[src/rtl/reg_dump_pkg.sv]
// reg_dump_pkg: shared definitions for the register-file dump sequencer.
//   state_t    - FSM state encoding (also exported on the debug state port)
//   REG_IDX_W  - width of a register index / read-port number
//   REG_DATA_W - width of a register value
package reg_dump_pkg;

    typedef enum logic [1:0] {
        ST_IDLE = 2'd0,
        ST_READ = 2'd1,
        ST_SEND = 2'd2,
        ST_DONE = 2'd3
    } state_t;

    localparam int REG_IDX_W  = 5;
    localparam int REG_DATA_W = 32;

endpackage

[src/rtl/reg_dump.sv]
// reg_dump: debug read-out sequencer. Walks one register-file read port from
// FIRST_REG to LAST_REG and streams each register as an {index, data} beat.
// While a dump is in flight it raises stall_req so the datapath holds its
// writes, which makes the streamed registers a coherent snapshot.
//
// Ports:
//   clk         in   clock, all state changes on posedge
//   reset       in   synchronous active-high reset
//   start       in   dump request, only looked at in IDLE
//   abort       in   end the dump at once, no done pulse
//   RN          out  read-register number driven to reg_file
//   RD          in   combinational read data from that port
//   stall_req   out  datapath must not write registers while high
//   busy        out  high whenever the FSM is not IDLE
//   done        out  one-cycle pulse after the last beat is accepted
//   out_valid   out  beat available
//   out_ready   in   consumer takes the beat
//   out_index   out  register number of the beat
//   out_data    out  register contents of the beat
//   o_dbg_state out  current FSM state
//
// Handshake: a beat transfers on a posedge where out_valid and out_ready are
// both high. Once out_valid is raised, out_valid, out_index and out_data stay
// unchanged until that transfer; only abort or reset may withdraw the beat.
import reg_dump_pkg::*;

module reg_dump #(
    parameter int FIRST_REG = 0,
    parameter int LAST_REG  = 31
) (
    input  logic                  clk,
    input  logic                  reset,
    input  logic                  start,
    input  logic                  abort,
    output logic [REG_IDX_W-1:0]  RN,
    input  logic [REG_DATA_W-1:0] RD,
    output logic                  stall_req,
    output logic                  busy,
    output logic                  done,
    output logic                  out_valid,
    input  logic                  out_ready,
    output logic [REG_IDX_W-1:0]  out_index,
    output logic [REG_DATA_W-1:0] out_data,
    output state_t                o_dbg_state
);

    localparam logic [REG_IDX_W-1:0] W_FIRST = REG_IDX_W'(FIRST_REG);
    localparam logic [REG_IDX_W-1:0] W_LAST  = REG_IDX_W'(LAST_REG);

    state_t                  r_state;
    logic [REG_IDX_W-1:0]    r_idx;
    logic [REG_IDX_W-1:0]    r_rn;
    logic                    r_busy;
    logic                    r_done;
    logic                    r_out_valid;
    logic [REG_IDX_W-1:0]    r_out_index;
    logic [REG_DATA_W-1:0]   r_out_data;

    always_ff @(posedge clk) begin
        if (reset) begin
            r_state     <= ST_IDLE;
            r_idx       <= '0;
            r_rn        <= '0;
            r_busy      <= 1'b0;
            r_done      <= 1'b0;
            r_out_valid <= 1'b0;
            r_out_index <= '0;
            r_out_data  <= '0;
        end else if (abort) begin
            // Abort beats any handshake on this edge: the beat is withdrawn
            // and counts as not delivered. In IDLE this also masks start.
            r_state     <= ST_IDLE;
            r_rn        <= '0;
            r_busy      <= 1'b0;
            r_done      <= 1'b0;
            r_out_valid <= 1'b0;
        end else begin
            case (r_state)
                ST_IDLE: begin
                    r_done <= 1'b0;
                    if (start) begin
                        r_idx   <= W_FIRST;
                        r_rn    <= W_FIRST;
                        r_busy  <= 1'b1;
                        r_state <= ST_READ;
                    end
                end
                ST_READ: begin
                    // RN has been stable for this whole cycle, so RD is settled.
                    r_out_data  <= RD;
                    r_out_index <= r_idx;
                    r_out_valid <= 1'b1;
                    r_state     <= ST_SEND;
                end
                ST_SEND: begin
                    if (out_ready) begin
                        r_out_valid <= 1'b0;
                        if (r_idx == W_LAST) begin
                            r_rn    <= '0;
                            r_done  <= 1'b1;
                            r_state <= ST_DONE;
                        end else begin
                            // LAST_REG <= 31, so this never wraps.
                            r_idx   <= r_idx + 1'b1;
                            r_rn    <= r_idx + 1'b1;
                            r_state <= ST_READ;
                        end
                    end
                end
                ST_DONE: begin
                    r_done  <= 1'b0;
                    r_busy  <= 1'b0;
                    r_state <= ST_IDLE;
                end
                default: r_state <= ST_IDLE;
            endcase
        end
    end

    assign RN          = r_rn;
    assign busy        = r_busy;
    assign stall_req   = r_busy;
    assign done        = r_done;
    assign out_valid   = r_out_valid;
    assign out_index   = r_out_index;
    assign out_data    = r_out_data;
    assign o_dbg_state = r_state;

endmodule

[config.mk]
export PLATFORM = sky130hd
export DESIGN_NAME = reg_dump
export DESIGN_NICKNAME = d
export VERILOG_FILES = /design/src/rtl/reg_dump_pkg.sv /design/src/rtl/reg_dump.sv
export SDC_FILE = /design/constraint.sdc
export NUM_CORES = 1
export LEC_CHECK = 0
export ABC_AREA = 1
export CORE_UTILIZATION = 38
export CTS_BUF_LIST = sky130_fd_sc_hd__clkbuf_16
export DETAILED_ROUTE_END_ITERATION = 8
export GPL_TIMING_DRIVEN = 0
export PLACE_DENSITY = 0.76
export SKIP_CTS_REPAIR_TIMING = 1
export SYNTH_ARGS = -nofsm -noshare
export SYNTH_HDL_FRONTEND = slang
export SYNTH_SLANG_ARGS = --single-unit
[constraint.sdc]
create_clock -name clk -period 1.42 [get_ports clk]
set_input_delay 0.284 -clock clk [delete_from_list [all_inputs] [get_ports clk]]
set_output_delay 0.284 -clock clk [all_outputs]
set_load 0.1 [all_outputs]
==> Word-level counts from Yosys, hierarchy flattened <==
Index checks and enable logic that the tools add are counted.
{ "word_totals": {"output_inout_bits": 48, "register_bits": 52, "input_bits": 37} }
{ "classes": {"muxes": 18, "eq_ne": 8, "bitwise_logic": 1, "reduce_logical": 14, "n_addsub": 1} }
{ "op_table": {"columns": ["operator", "n"], "rows": [
  ["2-to-1 mux 5 bit", 5],
  ["one-hot mux 5 bit (2 select lines)", 2],
  ["inequality test 2 bit (second input constant)", 4],
  ["one-hot mux 2 bit (4 select lines)", 1],
  ["AND reduction 2 bit", 4],
  ["nonzero test 2 bit", 4],
  ["2-to-1 mux 2 bit", 3],
  ["one-hot mux 1 bit (2 select lines)", 3],
  ["AND reduction 3 bit", 2],
  ["adder 5 x 1 -> 5 bit (second input constant)", 1],
  ["== test 5 bit (second input constant)", 1],
  ["AND reduction 5 bit", 1],
  ["== test 2 bit (second input constant)", 2],
  ["2-to-1 mux 1 bit", 4],
  ["OR reduction 2 bit", 2],
  ["== test 2 x 1 -> 1 bit (second input constant)", 1],
  ["zero test 2 bit", 1],
  ["inverter 1 bit", 1]
]} }

==> Depth between registers and ports, before layout <==
Gate-level depths: netlist (run 1).
{ "logic_depth": {"word_depth": 4, "ltp_mapped": 9, "depth_no_buf": 9} }

==> Worst setup path after synthesis (run 1) <==
OpenSTA, ideal clock, no wires.
{ "synth_path": {"kind": "register -> register", "start": "register r_state[0], in the netlist o_dbg_state[0]", "end": "register r_rn[0], in the netlist RN[0]", "stages_incl_launch_ff": 9, "setup_ps": 117, "slack_ps": -713, "path_buffers": 0, "arrival_ps": 2016, "period_less_slack_ps": 2133, "cell_sequence": "dfxtp_1 inv_1 ha_1 nor2_1 clkinv_1 nand3_4 inv_2 nor2_1 nor2_1"} }
{ "synth_between": {"elab_chain_cells": 3, "elab_cells_between_ends": 7, "classes_between": "3 x eq/ne; 1 x mux; 3 x reduce/logical"} }
{ "synth_lines": {"columns": ["item", "line", "rtl"], "rows": [
  ["start, declared", "reg_dump.sv:50", "state_t r_state;"],
  ["start signal, assigned", "reg_dump.sv:61", "r_state <= ST_IDLE;"],
  ["start signal, assigned", "reg_dump.sv:72", "r_state <= ST_IDLE;"],
  ["start signal, assigned", "reg_dump.sv:85", "r_state <= ST_READ;"],
  ["== test 2 bit or zero test 2 bit (tied branches)", "reg_dump.sv:78", "case (r_state)"],
  ["inequality test 2 bit (no source line) or nonzero test 2 bit (tied branches)", null, null],
  ["AND reduction 3 bit (no source line)", null, null],
  ["end signal, assigned", "reg_dump.sv:105", "r_rn <= r_idx + 1'b1;"],
  ["end, declared", "reg_dump.sv:52", "logic [REG_IDX_W-1:0] r_rn;"]
]} }
Several ways; a longest one is shown, not always the timed one.
A chain may end at the register's enable or synchronous reset.

==> Worst setup path after layout (run 1) <==
{ "layout_path": {"start": "register r_idx[0]", "end": "register r_idx[4]"} }
{ "layout_between": {"elab_chain_cells": 4, "elab_cells_between_ends": 7, "classes_between": "1 x add/sub; 2 x eq/ne; 3 x mux; 1 x reduce/logical"} }
{ "layout_lines": {"columns": ["item", "line", "rtl"], "rows": [
  ["start, declared", "reg_dump.sv:51", "logic [REG_IDX_W-1:0] r_idx;"],
  ["start signal, assigned", "reg_dump.sv:104", "r_idx <= r_idx + 1'b1;"],
  ["adder 5 x 1 -> 5 bit", "reg_dump.sv:104", null],
  ["2-to-1 mux 5 bit", "reg_dump.sv:98", "if (r_idx == W_LAST) begin"],
  ["2-to-1 mux 5 bit", "reg_dump.sv:96", "if (out_ready) begin"],
  ["one-hot mux 5 bit (2 select lines)", "reg_dump.sv:78", null]
]} }
Several ways; a longest one is shown, not always the timed one. The select of a mux whose other input is x is not followed.

==> metrics.csv, run 1 <==
metric;value;unit
crit_type;flip-flop to flip-flop;
ir_drop;679;uV
antenna_found_initial;0;
drv_slew;0;
use_met1;0.228;
grt_busiest_layer;met2;
grt-ovfl-total;0;
finalWeightedCongestion;0.827;
synth-async-reset-ratio;0;
finalNonFillerCells;434;
die_w;75.5;um
synth_common_cells;nor2_1 (86), dfxtp_1 (52), o21ai_0 (40);
h-tree-depth;2;
antenna_cells;0;
grt_use_met3;0.0410;
root_buffer;clkbuf_16;
status;complete, but fails checks;
clk_pin_slew;0.06;ns
setup_slack;-0.0343;ns
port-buffer-count;84;
syn_nets;312;
area_delta_synth_final;50.3;%
cts_tree;yes;
ys_types;20;
antenna_left;0;
viasPerCell;4.67;
drive_gt1_frac;0.299;
wire_per_inst;12.3;um
synth_top_area_frac;0.507;
use_met2;0.301;
worst_slew_pin_slew;0.555;ns
syn_area;2050;um^2
drc_errors;0;
drt_iter0_drc;149;
path_max_fanout;6;
synth.most_common_cell;nor2_1;
start_kind;flip-flop;
ys_warn_count;0;
arrival;1.64;ns
die_area;5700;um^2
p_per_area;1130;nW/um^2
syn_area_per_cell;7.63;um^2
grt_max_degree;15;
dr.pass1.iters;4;
syn_inst;269;
clockBufferDepth;2;
cts_sinks;52;
crit_required;1.60;ns
die_y;75.5;um
maxSlewHeadroom;0.631;
finalCoreUtilization;0.600;
synth.area.top_cells;dfxtp_1 (51%), nor2_1 (16%), o21ai_0 (9.8%);
period_needed;1.45;ns
violations;negative setup slack;
dp.final_hpwl;3.70;mm
clock_latency;0.29;ns
numCtsBuffers;5;
finalSetupViolations;6;
ys_seq_area_frac;0.507;
timing.final.crit_share;1.02;
layout.area.seq;1060;um^2
vias;2028;
hold_path.class;input port to flip-flop;
grt_pass1_vias;1766;
rsz0062_at_grt;yes;
synth_top_cell_by_area;dfxtp_1;
ios;85;
fmax;688;MHz
leakage;1.43;nW
maxCapViolCount;0;
core;5140;um^2
nets;407;
row_count;26;
wl;5.36;mm
n_fill_cell;521;
hold_viol;0;
endpoint_kind;flip-flop;
ys.flop_type;dfxtp_1;
holdWs;0.344;ns
dp.cells;423;
synth-edff-count;0;
multi_input_area;1010;um^2
ys_ff_latch;52;
grtUsageTotal;0.183;
grt_pass1_wl;7.88;mm
start_util;0.399;
fin_worst_skew;0.00494;ns
## cell usage in the layout (no fill, tap or decap), types with 7 or more instances in the layout
master           Yosys  routed
o21ai_0             40      35
inv_1               15      13
nand2_1             26      19
clkdlybuf4s50_1      0      35
clkbuf_2             1      45
nor2_1              86      81
o21ai_1              5       7
dfxtp_1             52      47
buf_4                4       9
a21oi_1             14      11
## worst paths after layout
kind,from,endpoint,slack [ns],cells after the start
worst max-delay path,r_idx[0],r_idx[4],-0.03,8
worst min-delay path,reset,r_idx[2],0.34,2
worst max register to register,r_idx[0],r_idx[4],-0.03,8
worst min register to register,done,done,0.46,2
## power by group
part | total (W) | switching, W | internal, W
combinational | 0.000801 | 0.000597 | 0.000204
sequential | 0.00155 | 0.0000340 | 0.00151
clock | 0.00113 | 0.000494 | 0.000634
total | 0.00348 | 0.00113 | 0.00235
## registers in the layout, summed over array words and instances (netlist names)
| register | cells |
|---|---|
| out_data | 32 |
| RN | 5 |
| out_index | 5 |
| r_idx | 5 |
| o_dbg_state | 2 |
| busy | 1 |
| done | 1 |
| out_valid | 1 |
## final cells by class
| class | instances | share of cell area |
|---|---|---|
| Inverter | 19 | 0.0251 |
| Multi-Input combinational cell | 186 | 0.326 |
| Clock inverter | 2 | 0.00284 |
| Clock buffer | 5 | 0.0406 |
| Buffer | 12 | 0.0272 |
| Timing Repair Buffer | 88 | 0.207 |
| Sequential cell | 52 | 0.343 |
| Tap cell | 70 | 0.0284 |
## metal layers
layer	routed length, um	vias up
met5	0	-
met4	94	0
met3	327	8
met2	2590	59
met1	2350	913
li1	-	1048
## logic make-up after synthesis
| family | count (synthesis) | synth area share |
|---|---|---|
| buf+inv | 31 | 0.0743 |
| fa+ha+maj | 6 | 0.0366 |
| compound gates | 60 | 0.147 |
| simple gates | 120 | 0.235 |
| flops | 52 | 0.507 |
## through the flow
stage	total power (W)	setup WS [ns]	setup TNS (ns)	instance area, um^2
4_1_cts	0.00354	-0.706	-31.74	3170
2_1_floorplan	0.00215	-0.00633	-0.0245	2110
3_5_place_dp	0.00241	-0.399	-22.67	3040
5_1_grt	0.00363	-0.108	-0.786	3090
3_3_place_gp	0.00240	-0.388	-21.67	3040
6_report	0.00348	-0.0343	-0.0981	3090
## worst max-delay path, cell delays in order, from the launching register on
cell and delay, ns:
dfxtp_4 0.36, ha_4 0.17, nand2_4 0.08, nor2_4 0.04, ha_4 0.18, o21ai_2 0.18
nand3_4 0.14, o21ai_2 0.15, nor2_1 0.04
(Power assumes the default switching activity.)
==> run 2: changes to the inputs <==
--- a/config.mk
+++ b/config.mk
@@ -11,6 +11,7 @@
 export DETAILED_ROUTE_END_ITERATION = 8
 export GPL_TIMING_DRIVEN = 0
 export PLACE_DENSITY = 0.76
+export RECOVER_POWER = 25
 export SKIP_CTS_REPAIR_TIMING = 1
 export SYNTH_ARGS = -nofsm -noshare
 export SYNTH_HDL_FRONTEND = slang
==> results of run 2 <==
No change in the layout: final DEF, timing and power equal those of run 1.
